**config.mk**
```make
export PLATFORM = sky130hd
export DESIGN_NAME = vga_timing_gen
export DESIGN_NICKNAME = d
export VERILOG_FILES = /design/src/rtl/vga_timing_pkg.sv /design/src/rtl/vga_pixel_divider.sv /design/src/rtl/vga_timing_gen.sv
export SDC_FILE = /design/constraint.sdc
export NUM_CORES = 1
export LEC_CHECK = 0
export CELL_PAD_IN_SITES_DETAIL_PLACEMENT = 0
export CELL_PAD_IN_SITES_GLOBAL_PLACEMENT = 2
export CORE_ASPECT_RATIO = 0.7
export CORE_UTILIZATION = 27
export DETAILED_ROUTE_END_ITERATION = 16
export GPL_ROUTABILITY_DRIVEN = 0
export GPL_TIMING_DRIVEN = 0
export HOLD_SLACK_MARGIN = 0.08
export PLACE_DENSITY = 0.72
export SYNTH_ARGS = -nofsm -noshare
export SYNTH_HDL_FRONTEND = slang
export SYNTH_SLANG_ARGS = --single-unit
```
**constraint.sdc**
```tcl
create_clock -name clk -period 1.75 [get_ports clk]
set_input_delay 0.35 -clock clk [delete_from_list [all_inputs] [get_ports clk]]
set_output_delay 0.35 -clock clk [all_outputs]
set_load 0.01 [all_outputs]
```
**src/rtl/vga_timing_pkg.sv**
```systemverilog
// Shared constants and helpers for the VGA raster timing generator.
// Defaults describe 640x480 at 60 Hz driven from a 50 MHz system clock.
package vga_timing_pkg;

  localparam int unsigned CoordW = 10;

  typedef logic [CoordW-1:0] coord_t;

  localparam int unsigned DefClkDiv   = 2;
  localparam int unsigned DefHVisible = 640;
  localparam int unsigned DefHFp      = 16;
  localparam int unsigned DefHSync    = 96;
  localparam int unsigned DefHBp      = 48;
  localparam int unsigned DefVVisible = 480;
  localparam int unsigned DefVFp      = 10;
  localparam int unsigned DefVSync    = 2;
  localparam int unsigned DefVBp      = 33;
  localparam logic        DefSyncPol  = 1'b0;

  // Total positions per line or per frame; must not exceed 1 << CoordW.
  function automatic int unsigned calc_total(input int unsigned visible,
                                             input int unsigned front_porch,
                                             input int unsigned sync_width,
                                             input int unsigned back_porch);
    return visible + front_porch + sync_width + back_porch;
  endfunction

  function automatic logic in_range(input coord_t pos, input coord_t lo, input coord_t hi);
    return (pos >= lo) && (pos <= hi);
  endfunction

endpackage

```
**src/rtl/vga_pixel_divider.sv**
```systemverilog
// Divides the system clock down to the pixel rate: o_tick is high on the
// last system clock of every pixel period, and permanently high when CLK_DIV is 1.
module vga_pixel_divider #(
  parameter int unsigned CLK_DIV = 2
) (
  input  logic clk,
  input  logic rst,
  output logic o_tick
);

  localparam int unsigned        DW   = (CLK_DIV > 1) ? $clog2(CLK_DIV) : 1;
  localparam logic [DW-1:0]      DMax = DW'(CLK_DIV - 1);

  logic [DW-1:0] r_d;
  logic [DW-1:0] w_d_nxt;
  logic          w_at_max;

  assign w_at_max = (r_d == DMax);

  always_comb begin
    w_d_nxt = r_d + 1'b1;
    if (w_at_max) begin
      w_d_nxt = '0;
    end
  end

  always_ff @(posedge clk) begin
    if (rst) begin
      r_d <= '0;
    end else begin
      r_d <= w_d_nxt;
    end
  end

  assign o_tick = w_at_max;

endmodule

```
**src/rtl/vga_timing_gen.sv**
```systemverilog
// VGA raster timing: free-running x/y position, sync pulses, visible flag and
// pixel/line/frame strobes. All outputs are registered and aligned with x/y.
module vga_timing_gen
  import vga_timing_pkg::*;
#(
  parameter int unsigned CLK_DIV   = DefClkDiv,
  parameter int unsigned H_VISIBLE = DefHVisible,
  parameter int unsigned H_FP      = DefHFp,
  parameter int unsigned H_SYNC    = DefHSync,
  parameter int unsigned H_BP      = DefHBp,
  parameter int unsigned V_VISIBLE = DefVVisible,
  parameter int unsigned V_FP      = DefVFp,
  parameter int unsigned V_SYNC    = DefVSync,
  parameter int unsigned V_BP      = DefVBp,
  parameter logic        SYNC_POL  = DefSyncPol
) (
  input  logic              clk,
  input  logic              rst,
  output logic [CoordW-1:0] o_x,
  output logic [CoordW-1:0] o_y,
  output logic              o_hsync,
  output logic              o_vsync,
  output logic              o_video_on,
  output logic              o_pix_tick,
  output logic              o_line_start,
  output logic              o_frame_start,
  output logic [7:0]        o_frame_count
);

  localparam int unsigned HTotal = calc_total(H_VISIBLE, H_FP, H_SYNC, H_BP);
  localparam int unsigned VTotal = calc_total(V_VISIBLE, V_FP, V_SYNC, V_BP);

  localparam coord_t HMax       = CoordW'(HTotal - 1);
  localparam coord_t VMax       = CoordW'(VTotal - 1);
  localparam coord_t HVis       = CoordW'(H_VISIBLE);
  localparam coord_t VVis       = CoordW'(V_VISIBLE);
  localparam coord_t HSyncStart = CoordW'(H_VISIBLE + H_FP);
  localparam coord_t HSyncStop  = CoordW'(H_VISIBLE + H_FP + H_SYNC - 1);
  localparam coord_t VSyncStart = CoordW'(V_VISIBLE + V_FP);
  localparam coord_t VSyncStop  = CoordW'(V_VISIBLE + V_FP + V_SYNC - 1);

  logic       w_tick;
  coord_t     r_x;
  coord_t     r_y;
  coord_t     w_x_nxt;
  coord_t     w_y_nxt;
  logic       w_line_wrap;
  logic       w_frame_wrap;
  logic       w_hsync_nxt;
  logic       w_vsync_nxt;
  logic       w_video_on_nxt;
  logic       r_hsync;
  logic       r_vsync;
  logic       r_video_on;
  logic       r_pix_tick;
  logic       r_line_start;
  logic       r_frame_start;
  logic [7:0] r_frame_count;

  vga_pixel_divider #(
    .CLK_DIV (CLK_DIV)
  ) u_div (
    .clk    (clk),
    .rst    (rst),
    .o_tick (w_tick)
  );

  // Next position; y advances only on the pixel where x wraps.
  always_comb begin
    w_x_nxt      = r_x;
    w_y_nxt      = r_y;
    w_line_wrap  = 1'b0;
    w_frame_wrap = 1'b0;
    if (w_tick) begin
      if (r_x == HMax) begin
        w_x_nxt     = '0;
        w_line_wrap = 1'b1;
        if (r_y == VMax) begin
          w_y_nxt      = '0;
          w_frame_wrap = 1'b1;
        end else begin
          w_y_nxt = r_y + 1'b1;
        end
      end else begin
        w_x_nxt = r_x + 1'b1;
      end
    end
  end

  // Decoding the next-state counters keeps sync/visible in step with x/y.
  always_comb begin
    w_hsync_nxt    = in_range(w_x_nxt, HSyncStart, HSyncStop) ? SYNC_POL : ~SYNC_POL;
    w_vsync_nxt    = in_range(w_y_nxt, VSyncStart, VSyncStop) ? SYNC_POL : ~SYNC_POL;
    w_video_on_nxt = (w_x_nxt < HVis) && (w_y_nxt < VVis);
  end

  // Reset parks the raster on the last position so the first tick lands on (0,0).
  always_ff @(posedge clk) begin
    if (rst) begin
      r_x           <= HMax;
      r_y           <= VMax;
      r_hsync       <= ~SYNC_POL;
      r_vsync       <= ~SYNC_POL;
      r_video_on    <= 1'b0;
      r_pix_tick    <= 1'b0;
      r_line_start  <= 1'b0;
      r_frame_start <= 1'b0;
      r_frame_count <= 8'hFF;
    end else begin
      r_x           <= w_x_nxt;
      r_y           <= w_y_nxt;
      r_hsync       <= w_hsync_nxt;
      r_vsync       <= w_vsync_nxt;
      r_video_on    <= w_video_on_nxt;
      r_pix_tick    <= w_tick;
      r_line_start  <= w_line_wrap;
      r_frame_start <= w_frame_wrap;
      if (w_frame_wrap) begin
        r_frame_count <= r_frame_count + 8'd1;
      end
    end
  end

  assign o_x           = r_x;
  assign o_y           = r_y;
  assign o_hsync       = r_hsync;
  assign o_vsync       = r_vsync;
  assign o_video_on    = r_video_on;
  assign o_pix_tick    = r_pix_tick;
  assign o_line_start  = r_line_start;
  assign o_frame_start = r_frame_start;
  assign o_frame_count = r_frame_count;

endmodule
```
==> Word level (Yosys, flattened, before mapping) <==
Index checks and enable logic that the tools add are counted.
{ "word_totals": {"reg_bits": 35, "out_inout_bits": 34, "word_cells": 39} }
{ "classes": {"add_sub_neg": 4, "order_cmp": 6, "eq_ne": 2, "n_mux": 11, "bitwise_logic": 1, "n_reduce_logical": 5} }
{ "ops": {"columns": ["cell", "n"], "rows": [
  ["$mux W10", 5],
  ["$add A10 B1 Y10 const B", 2],
  ["$eq A10 B10 Y1 const B", 2],
  ["$ge A10 B10 Y1 const B", 1],
  ["$ge A10 B9 Y1 const B", 1],
  ["$le A10 B10 Y1 const B", 1],
  ["$le A10 B9 Y1 const B", 1],
  ["$lt A10 B10 Y1 const B", 1],
  ["$lt A10 B9 Y1 const B", 1],
  ["$add A8 B1 Y8 const B", 1],
  ["$mux W1", 6],
  ["$reduce_or A2 Y1", 2],
  ["$logic_and A1 B1 Y1", 3],
  ["$add A1 B1 Y1 const B", 1],
  ["$not A1 Y1", 1]
]} }

==> Longest topological paths before layout <==
{ "depth": {"ltp_word": 7, "mapped_depth": 9, "ltp_nobuf": 7} }

==> By module <==
Synthesis repeated with hierarchy kept, for this count alone.
{ "hier_totals": {"cells_unflattened": 217, "hier_area_um2": 1861.8} }
{ "modules_own_cells": {"columns": ["module", "instances", "cells_each", "area_each_um2", "seq_area_each_um2"], "rows": [
  ["vga_timing_gen", 1, 215, 1838.0, 680.7],
  ["vga_pixel_divider", 1, 2, 23.8, 20.0]
]} }

==> Worst setup path before layout <==
No wires, ideal clock.
{ "synth_path": {"kind": "register to register", "from": "register r_x[0], in the netlist o_x[0]", "to": "register r_frame_count[5], in the netlist o_frame_count[5]", "setup_time_ns": 0.123, "arrival_ns": 1.829, "required_time_ns": 1.627, "path_slack_ns": -0.202, "path_stages_with_launch": 10, "path_buffers": 3, "synth_period_minus_slack_ns": 1.952, "path_cell_list": "dfxtp_1 ha_1 and2_1 buf_6 and4_1 buf_6 buf_4 nand4_1 xnor2_1 or2_2"} }
{ "synth_between": {"elab_chain_len": 3} }
{ "synth_rtl": {"columns": ["item", "line_no", "source"], "rows": [
  ["start, declared", "vga_timing_gen.sv:43", "coord_t r_x;"],
  ["start signal, assigned", "vga_timing_gen.sv:100", "r_x <= HMax;"],
  ["start signal, assigned", "vga_timing_gen.sv:110", "r_x <= w_x_nxt;"],
  ["$eq A10 B10 Y1", "vga_timing_gen.sv:75", "if (r_x == HMax) begin"],
  ["$mux W1", "vga_timing_gen.sv:75", null],
  ["$mux W1", "vga_timing_gen.sv:74", "if (w_tick) begin"],
  ["end signal, assigned", "vga_timing_gen.sv:119", "r_frame_count <= r_frame_count + 8'd1;"],
  ["end, declared", "vga_timing_gen.sv:58", "logic [7:0] r_frame_count;"]
]} }
No other way between the ends.
A chain may end at the register's enable or synchronous reset.

==> Worst setup path in the final report <==
{ "layout_path": {"from": "register r_x[7], in the netlist o_x[7]", "to": "register r_y[2], in the netlist o_y[2]"} }
{ "layout_between": {"elab_chain_len": 3} }
{ "layout_rtl": {"columns": ["item", "line_no", "source"], "rows": [
  ["$eq A10 B10 Y1", "vga_timing_gen.sv:75", null],
  ["$mux W10", "vga_timing_gen.sv:75", null],
  ["$mux W10", "vga_timing_gen.sv:74", null],
  ["end signal, assigned", "vga_timing_gen.sv:101", "r_y <= VMax;"],
  ["end signal, assigned", "vga_timing_gen.sv:111", "r_y <= w_y_nxt;"],
  ["end, declared", "vga_timing_gen.sv:44", "coord_t r_y;"]
]} }
No other way between the ends.

==> results.yml <==
critical_path:
  path_buf_inv: 3
  cpLargestDelayFamily: "simple AND/OR/NAND/NOR gates"
  start_kind: "flop"
  rr_endpoint: "o_y[2]"
  cp.depth: 7
  crit_chain: "nor4b_4, and4_1, buf_6, buf_8, buf_4, o21ai_1, a221o_1"
  crit_path_end_kind: "flop"
  rrSetupSlack_ns: -0.1
  cp_max_fo: 6
  crit_end: "o_y[2]"
  cp-startpoint: "o_x[7]"
  r2r-start: "o_x[7]"
  slowest_delay_ns: 0.37
  crit_type: "reg2reg"
  cp.arrival_ns: 2.02
  r2r_cells: 7
  cp_slowest_cell: "nor4b_4"
  cp.required_ns: 1.92
clock_network:
  htreeDepth: 2
  worstSkewPairLatency_ns: 0.29
  path_clk_slew_ns: 0.08
  cts-root-buf: "clkbuf_8"
  cts_buffer_depth: 2
  cts-buffers-inserted: 5
  cts_tree: "built"
  cts_hold_buffers: 0
  cts_sinks: 35
timing:
  setup_tns_ns: -0.343
  grt_setup_unrepaired: "yes"
  finalCritPeriodShare: 1.05
  max_freq_mhz: 542
  fin_skew_ns: 0.00549
  worstMarginPinSlew_ns: 0.588
  hold_viol: 0
  setup_viol: 6
  period_minus_slack_ns: 1.85
  setup_slack_ns: -0.0957
  relSlewSlack: 0.608
  drv_slew: 0
yosys:
  yosys.area.top_type_share: 0.394
  ys_warn_count: 0
  syn_avg_cell_area_um2: 8.85
  ys_seq_elements: 35
  yosys-top-cells-area: "dfxtp_1, xnor2_1, nor2_1, nand3_1, xor2_1"
  synth_flop_cell: "dfxtp_1"
  synth_top_area_cell: "dfxtp_1"
  synth_nets: 207
  synth_area_um2: 1780
  synth_cells: 201
  ys_types: 43
  synth-edff-count: 0
  seq_area_frac_synth: 0.394
  synthArstFlopShare: 0
floorplan:
  rows: 24
  die-area_um2: 6920
  initial_core_util: 0.282
  core_area_um2: 6310
  ios: 36
  die_h_um: 69.9
  die_w_um: 99.0
route:
  wl_per_cell_um: 14.7
  wirelength_mm: 5.06
  firstDrtPassIters: 4
  num_vias: 1681
  drc: 0
  first_iter_violations: 43
  ant_nets: 0
  viasPerCell: 4.87
power:
  p_int_mw: 1.66
  power.switching_mw: 0.795
  swShare: 0.324
  p_seq_frac: 0.389
  p_total_mw: 2.45
  p_comb_frac: 0.336
  power.share.clock: 0.275
  ir_drop_mv: 0.371
  p_leak_nw: 1.02
  power.density_nw_per_um2: 914
finish:
  layout.cells.non_filler: 345
  diodes: 0
  nets: 272
  area_growth_pct: 50.9
  drive_above_1_share: 0.311
place:
  placed_cells: 314
  dp_hpwl_mm: 3.33
  io_buffer_count: 35
global_route:
  grt_pass1_vias: 1563
  grt_pass1_wl_mm: 8.26
  antenna_found_initial: 0
  grt_overflow: 0
  track_usage: 0.154
  grt_max_degree: 12
flow_run:
  cap_violations: 0
run_status:
  outcome: "finished, violations left"
  violations: "setup timing"
min_path:
  min_path_type: "reg2reg"
how the worst min path moves through the flow:
stage / cells after the start / end / from / slack, ns
finish: 1 / o_vsync / o_y[5] / 0.49
global route: 1 / o_vsync / o_y[5] / 0.52
CTS: 1 / o_vsync / o_y[5] / 0.49
detailed placement: 1 / o_vsync / o_y[5] / 0.47
global placement: 1 / o_vsync / o_y[5] / 0.48
floorplan: 1 / o_x[7] / rst / 0.43
cells by family after synthesis:
logic type                 Yosys count  synth area share
and+or+nand+nor                     96             0.309
DFF                                 35             0.394
AOI/OAI and AO/OA                   32             0.131
xor gates and xnor gates            17            0.0837
buffers and inverters               17            0.0542
adders and majority gates            4            0.0282
through the flow:
step                      hold slack, ns  utilization  area [µm²]  setup WS [ns]
after floorplan                    0.434            -        1810        -0.0126
after global placement             0.479        0.359        2260         -0.273
after detailed placement           0.467        0.359        2260         -0.237
after CTS                          0.490        0.408        2570         -0.101
after global routing               0.519        0.425        2680         -0.154
final                              0.490        0.425        2680        -0.0957
synthesized netlist by cell type, types with 4 or more instances:
library cell and n:
dfxtp_1 35, xnor2_1 11, nor2_1 19, nand2b_1 7, nor3_1 7, nand3_1 11, and3_1 6, xor2_1 6
nand4_1 8, inv_1 7, a21oi_1 9, ha_1 4, or3_1 4, o21ai_0 5, and2_1 4, nand2_1 13
cell type report:
type / instances / area [µm²]
Clock buffer: 7 / 96.3
Multi-Input combinational cell: 149 / 1110
Buffer: 8 / 78.8
Sequential cell: 35 / 734
Inverter: 7 / 26.3
Timing Repair Buffer: 60 / 533
Clock inverter: 1 / 7.51
Tap cell: 78 / 97.6
Fill cell: 628 / 3620
state kept, by name, indices dropped and copies added (netlist names):
signal and flops:
o_x 10, o_y 10, o_frame_count 8, o_frame_start 1
o_hsync 1, o_line_start 1, o_pix_tick 1, o_video_on 1
o_vsync 1, u_div.o_tick 1
placed cells by master (no fill, tap or decap), types with 7 or more instances in the layout:
cell type | synthesis | final
nand4_1 | 8 | 8
buf_4 | 2 | 24
clkbuf_8 | 0 | 7
nand2b_1 | 7 | 7
nand2_1 | 13 | 13
nor2_1 | 19 | 16
xnor2_1 | 11 | 11
dfxtp_1 | 35 | 22
nand3_1 | 11 | 8
clkdlybuf4s50_1 | 0 | 33
dfxtp_4 | 0 | 7
timing repair:
item	in CTS	in global routing
setup endpoints to repair	17	17
pin swaps	12	16
buffers inserted	19	6
gates resized for setup	30	17
routing by layer:
layer | up-vias | global-route usage | routed length (µm)
met1 | 797 | 0.236 | 2850
li1 | 845 | - | -
met5 | - | 0 | 0
met4 | 0 | 0.0398 | 30
met2 | 34 | 0.210 | 1990
met3 | 5 | 0.0380 | 196
power groups by stage:
| stage | registers, mW | logic [mW] | clock network, mW |
|---|---|---|---|
| finish | 0.955 | 0.823 | 0.674 |
| global route | 0.968 | 0.893 | 0.737 |
| CTS | 0.952 | 0.761 | 0.708 |
| detailed placement | 0.971 | 0.646 | 0 |
| global placement | 0.974 | 0.648 | 0 |
| floorplan | 0.985 | 0.393 | 0 |
Power figures use the tool's default switching activity.
